$ cat src/rtl/validator_pkg.sv
// Shared types and sizing helpers for the validator ingress path.
// Latency: n/a (declarations only).
// Backpressure: n/a (declarations only).
package validator_pkg;

   localparam int DATA_W = 128;

   typedef logic [DATA_W-1:0] trans_t;

   typedef enum logic {
      IDLE = 1'b0,
      GAP  = 1'b1
   } arb_state_e;

   // Index width that never collapses to zero bits, even for a single requester.
   function automatic int idx_w(input int n);
      return (n > 1) ? $clog2(n) : 1;
   endfunction

endpackage

$ cat src/rtl/validator_ingress_arbiter_rr.sv
// Round-robin picker: first asserted request at or after ptr, wrapping modulo N.
// Latency: purely combinational, zero cycles.
// Backpressure: none; gnt is all-zero when no request is asserted.
module rr_arbiter
   import validator_pkg::*;
#(
   parameter int N  = 4,
   parameter int IW = idx_w(N)
) (
   input  logic [N-1:0]  i_req,
   input  logic [IW-1:0] i_ptr,
   output logic [N-1:0]  o_gnt,
   output logic [IW-1:0] o_idx
);

   logic [2*N-1:0] w_rot2;
   logic [N-1:0]   w_rot;
   int             w_sel;
   int             w_sum;

   // Rotate requests so bit 0 is the pointer slot, pick the lowest set bit, un-rotate.
   always_comb begin
      w_rot2 = {i_req, i_req} >> i_ptr;
      w_rot  = w_rot2[N-1:0];
      w_sel  = 0;
      for (int j = N - 1; j >= 0; j--) begin
         if (w_rot[j]) begin
            w_sel = j;
         end
      end
      w_sum = int'(i_ptr) + w_sel;
      if (w_sum >= N) begin
         w_sum = w_sum - N;
      end
      o_idx = IW'(w_sum);
      o_gnt = (|i_req) ? (N'(1) << o_idx) : '0;
   end

endmodule

$ cat src/rtl/validator_ingress_arbiter.sv
// Round-robin sequencer sharing one validator input among N_REQ sources, with an idle gap after each issue.
// Latency: accept at edge t gives a one-cycle o_valid beat in cycle t+1.
// Backpressure: req_ready withheld while disabled, in reset or counting the post-issue gap.
module validator_ingress_arbiter #(
   parameter int N_REQ  = 4,
   parameter int DATA_W = validator_pkg::DATA_W,
   parameter int GAP_W  = 4,
   parameter int CNT_W  = 32,
   parameter int SRC_W  = validator_pkg::idx_w(N_REQ)
) (
   input  logic                    clk,
   input  logic                    rst,
   input  logic                    cfg_en,
   input  logic [GAP_W-1:0]        cfg_gap,
   input  logic [N_REQ-1:0]        req_valid,
   input  logic [N_REQ*DATA_W-1:0] req_data,
   output logic [N_REQ-1:0]        req_ready,
   output logic                    o_valid,
   output logic [DATA_W-1:0]       o_transaction,
   output logic [SRC_W-1:0]        o_src,
   output logic [CNT_W-1:0]        o_issue_cnt,
   output logic                    o_busy
);
   import validator_pkg::*;

   arb_state_e        r_state;
   arb_state_e        w_state_nxt;
   logic [GAP_W-1:0]  r_gap_cnt;
   logic [GAP_W-1:0]  w_gap_nxt;
   logic [SRC_W-1:0]  r_ptr;
   logic [SRC_W-1:0]  w_ptr_nxt;
   logic [SRC_W-1:0]  w_idx;
   logic [N_REQ-1:0]  w_gnt;
   logic              w_grant;
   logic [DATA_W-1:0] w_win_dat;
   logic              r_valid;
   logic [DATA_W-1:0] r_trans;
   logic [SRC_W-1:0]  r_src;
   logic [CNT_W-1:0]  r_cnt;

   rr_arbiter #(
      .N  (N_REQ),
      .IW (SRC_W)
   ) u_rr (
      .i_req (req_valid),
      .i_ptr (r_ptr),
      .o_gnt (w_gnt),
      .o_idx (w_idx)
   );

   // A grant needs reset released, enable set, a requester and the idle state.
   always_comb begin
      w_grant   = rst & cfg_en & (|req_valid) & (r_state == IDLE);
      req_ready = w_grant ? w_gnt : '0;
      w_ptr_nxt = (w_idx == SRC_W'(N_REQ - 1)) ? '0 : (w_idx + SRC_W'(1));
   end

   // Steer the winning source's slice; the grant is one-hot so an OR-mux suffices.
   always_comb begin
      w_win_dat = '0;
      for (int i = 0; i < N_REQ; i++) begin
         if (w_gnt[i]) begin
            w_win_dat = req_data[i*DATA_W +: DATA_W];
         end
      end
   end

   // Next state: cfg_gap is captured only on the issue cycle, then counts down to 1.
   always_comb begin
      w_state_nxt = r_state;
      w_gap_nxt   = r_gap_cnt;
      case (r_state)
         IDLE: begin
            if (w_grant && (cfg_gap != '0)) begin
               w_state_nxt = GAP;
               w_gap_nxt   = cfg_gap;
            end
         end
         GAP: begin
            w_gap_nxt = r_gap_cnt - GAP_W'(1);
            if (r_gap_cnt == GAP_W'(1)) begin
               w_state_nxt = IDLE;
            end
         end
         default: w_state_nxt = IDLE;
      endcase
   end

   // State, pointer and output registers; reset drops any pending beat.
   always_ff @(posedge clk) begin
      if (!rst) begin
         r_state   <= IDLE;
         r_gap_cnt <= '0;
         r_ptr     <= '0;
         r_valid   <= 1'b0;
         r_trans   <= '0;
         r_src     <= '0;
         r_cnt     <= '0;
      end else begin
         r_state   <= w_state_nxt;
         r_gap_cnt <= w_gap_nxt;
         r_valid   <= w_grant;
         if (w_grant) begin
            r_ptr   <= w_ptr_nxt;
            r_trans <= w_win_dat;
            r_src   <= w_idx;
            r_cnt   <= r_cnt + CNT_W'(1);
         end
      end
   end

   assign o_valid       = r_valid;
   assign o_transaction = r_trans;
   assign o_src         = r_src;
   assign o_issue_cnt   = r_cnt;
   assign o_busy        = (r_state == GAP);

endmodule
$ cat config.mk
export PLATFORM = sky130hd
export DESIGN_NAME = validator_ingress_arbiter
export DESIGN_NICKNAME = d
export VERILOG_FILES = /design/src/rtl/validator_pkg.sv /design/src/rtl/validator_ingress_arbiter_rr.sv /design/src/rtl/validator_ingress_arbiter.sv
export SDC_FILE = /design/constraint.sdc
export NUM_CORES = 1
export LEC_CHECK = 0
export ABC_AREA = 1
export BUFFER_PORTS_ARGS = -buffer_cell sky130_fd_sc_hd__clkbuf_2
export CELL_PAD_IN_SITES_DETAIL_PLACEMENT = 1
export CELL_PAD_IN_SITES_GLOBAL_PLACEMENT = 1
export CORE_AREA = 2 2 270 272
export DETAILED_ROUTE_END_ITERATION = 10
export DIE_AREA = 0 0 272 274
export HOLD_SLACK_MARGIN = 0.05
export MAX_ROUTING_LAYER = met4
export PLACE_DENSITY_LB_ADDON = 0.3
export SLEW_MARGIN = 10
export SYNTH_ARGS = -nofsm -noshare
export SYNTH_HDL_FRONTEND = slang
export SYNTH_HIERARCHICAL = 1
export SYNTH_SLANG_ARGS = --single-unit
$ cat constraint.sdc
create_clock -name clk -period 2.65 [get_ports clk]
set_input_delay 0.1325 -clock clk [delete_from_list [all_inputs] [get_ports clk]]
set_output_delay 0.1325 -clock clk [all_outputs]
set_load 0.05 [all_outputs]
==> impl_metrics.csv <==
group,metric,value,unit
grt,grt_pass1_vias,16700,
critical_path,rrSetupSlack,-0.15,ns
outcome,status,"finished, violations left",
synth,yosys_most_used_dff,"dfxtp_1",
critical_path,r2r_cells,21,
critical_path,worstReg2RegEnd,"o_transaction[93]",
critical_path,critPathKind,"register to register",
synth,synth_cells,1928,
layout,drive_gt1_share,38.3,%
cts,cts_tree,"built",
synth,synth-edff-count,0,
cts,cts.clk_slew.worst_paths,0.08,ns
run,max_cap_violations,0,
route,drt_iter0_drc,626,
power_and_ir_drop,powerDensity,1230,nW/um^2
layout,final_area,20900,sq um
route,drc_errors,0,
synth,ys_seq_area_share,30.8,%
synth,synth-async-reset-ratio,0,%
power_and_ir_drop,ir_drop,0.719,mV
placed_design,post-place-ws,-0.364,ns
synth,syn-num-nets,2456,
sta,finalMaxSlewViolations,0,
route,vias,16100,
critical_path,cp-start-kind,"register",
power_and_ir_drop,p_leak,10.3,nW
worst_hold_path,whs_path_depth,5,
route,final_antenna_net_count,0,
critical_path,r2r-start,"r_ptr[0]",
synth,ys_seq_elements,170,
synth,syn_avg_cell_area,5.72,sq um
floorplanning,rows,99,
placed_design,hpwl,49.1,mm
synth,yosys_warnings,6,
floorplanning,coreArea,72000,sq um
route,first_pass_iters,5,
sta,clock_skew,0.0140,ns
sta,fin_ws,-0.147,ns
sta,rsz0062_at_grt,"true",
sta,tns,-6.12,ns
layout,fillers,9251,
sta,setup-violations-final,112,
synth,synth_cell_types,36,
grt,grt_use_total,18.1,%
critical_path,cp-end-kind,"register",
worst_hold_path,min_from,"req_data[361]",
grt,antenna_found_initial,4,
cts,cts_sinks,170,
placed_design,placed_area,16400,sq um
worst_hold_path,hold_end,"o_transaction[105]",
sta,relSlewSlack,61.7,%
cts,clock_path_buffers,2,
route,wl_per_cell,18.3,um
layout,final_core_util,29.0,%
sta,worstMarginPinSlew,0.571,ns
floorplanning,num_io_pins,691,
route,viasPerCell,4.16,
route,routed_wl,71.1,mm
sta,period_share,106,%
critical_path,required,3.07,ns
placed_design,numPortBuffers,690,
cts,htreeDepth,4,
critical_path,crit_fanout,8,
placed_design,finalWeightedCongestion,0.865,
worst_hold_path,hold_path_class,"input pin to register",
outcome,violations,"setup timing",
grt,grt_max_degree,64,
grt,grt_pass1_wl,99.5,mm
floorplanning,die_height,274,um
cts,worstSkewPairLatency,0.48,ns
sta,fin_crit,2.80,ns
critical_path,critical_path_arrival,3.21,ns
sta,finalHoldViolCount,0,
layout,num-nets-final,3432,
cts,cts-root-buf,"clkbuf_16",
layout,synthToLayoutAreaGrowth,89.0,%
floorplanning,fp.dieArea,74500,sq um
grt,overflow,0,
cts,cts_buffers,17,
floorplanning,start_util,15.3,%
synth,syn_area,11000,sq um
sta,fmax,358,MHz
floorplanning,die_w,272,um
cells in the mapped netlist (5+ instances only):
library cell | count | area [sq um]
inv_2 | 7 | 26.3
nor2_2 | 100 | 626
nand4_1 | 10 | 62.6
dfxtp_1 | 170 | 3400
a21oi_1 | 142 | 711
nor3_1 | 6 | 30.0
buf_6 | 14 | 158
nand2_1 | 749 | 2810
clkbuf_1 | 48 | 180
ha_1 | 5 | 62.6
nand3_1 | 40 | 200
o21ai_0 | 140 | 701
inv_1 | 52 | 195
buf_1 | 14 | 52.6
nor2_1 | 359 | 1350
buf_2 | 40 | 200
state kept, by name, indices dropped and copies added, names as in the netlist:
name / cells
o_valid: 1
o_issue_cnt: 32
r_ptr: 2
o_src: 2
o_transaction: 128
r_gap_cnt: 4
o_busy: 1
kinds of logic after synthesis:
group                    synth area share [%]
flip-flops                               30.8
adder cells (fa/ha/maj)                 0.567
XOR/XNOR                                0.317
AND/OR/NAND/NOR                          46.9
AO/OA/AOI/OAI                            13.8
buffers and inverters                    7.54
layout make-up:
cell class / instances / area (sq um) / area share [%]
Antenna cell: 3 / 7.51 / 0.0360
Clock buffer: 18 / 439 / 2.11
Clock inverter: 14 / 155 / 0.744
Inverter: 60 / 244 / 1.17
Multi-Input combinational cell: 1580 / 7390 / 35.4
Sequential cell: 170 / 3410 / 16.3
Tap cell: 959 / 1200 / 5.75
Timing Repair Buffer: 1075 / 8020 / 38.4
worst max-delay path, stage by stage (launching register included):
cell,delay (ns)
dfxtp_4,0.38
inv_6,0.08
nand2_1,0.08
nand3_1,0.09
nand2_2,0.08
a21boi_2,0.14
ha_2,0.20
xnor2_2,0.12
nand3_2,0.17
nand2_4,0.13
nor2_4,0.04
buf_6,0.12
nor2_4,0.13
buf_12,0.19
buf_12,0.14
buf_8,0.14
nand2_1,0.06
nand2_1,0.07
o21ai_0,0.10
nor2_1,0.12
nor2_1,0.06
nor2_1,0.07
routing by layer:
layer / vias up / GRT usage (%) / routed length (um)
li1: 8004 / - / -
met1: 7537 / 20.9 / 30100
met2: 491 / 31.3 / 35500
met3: 117 / 3.09 / 2990
met4: 0 / 6.91 / 2500
met5: - / - / 0
power by group:
part           internal (mW)  leakage [nW]  switching, mW
combinational           7.88          8.61           11.7
sequential              3.09          1.38          0.313
clock                   1.36         0.294           1.35
worst max-delay path by stage:
stage          startpoint                end  slack, ns  depth (start not counted)
2_1_floorplan    r_ptr[0]       req_ready[2]      -0.08                         15
3_3_place_gp     r_ptr[0]  o_transaction[11]      -0.30                         22
3_5_place_dp     r_ptr[0]  o_transaction[53]      -0.36                         21
4_1_cts          r_ptr[0]       req_ready[1]      -0.15                         18
6_report         r_ptr[0]  o_transaction[93]      -0.15                         21
5_1_grt          r_ptr[0]  o_transaction[93]      -0.35                         22
layout by cell type (no fill, tap or decap), drive strengths merged, types with 7 or more instances in the layout:
cell type / count
nand4: 10
dlygate4sd3: 241
buf: 135
inv: 66
dfxtp: 170
nor2: 459
nand2: 753
o21ai: 140
a21oi: 143
clkbuf: 713
clkinv: 7
nand3: 42
per-stage QoR:
stage	power (mW)	hold WS (ns)	cells
final	25.6	0.0381	3879
after global routing	27.5	0.0479	3879
after CTS	23.5	0.0511	3856
after detailed placement	17.9	0.424	3562
after global placement	17.9	0.418	3562
after floorplan	12.3	0.300	1928
what timing repair did:
item                       CTS  global route
setup endpoints to repair  132           132
gates resized for setup    111           179
pin swaps                   24           117
cloned                      10             9
setup buffers               19             9
hold buffers               233             8
hold endpoints to repair   132             8
No activity file was read; power rests on OpenSTA's default activity.
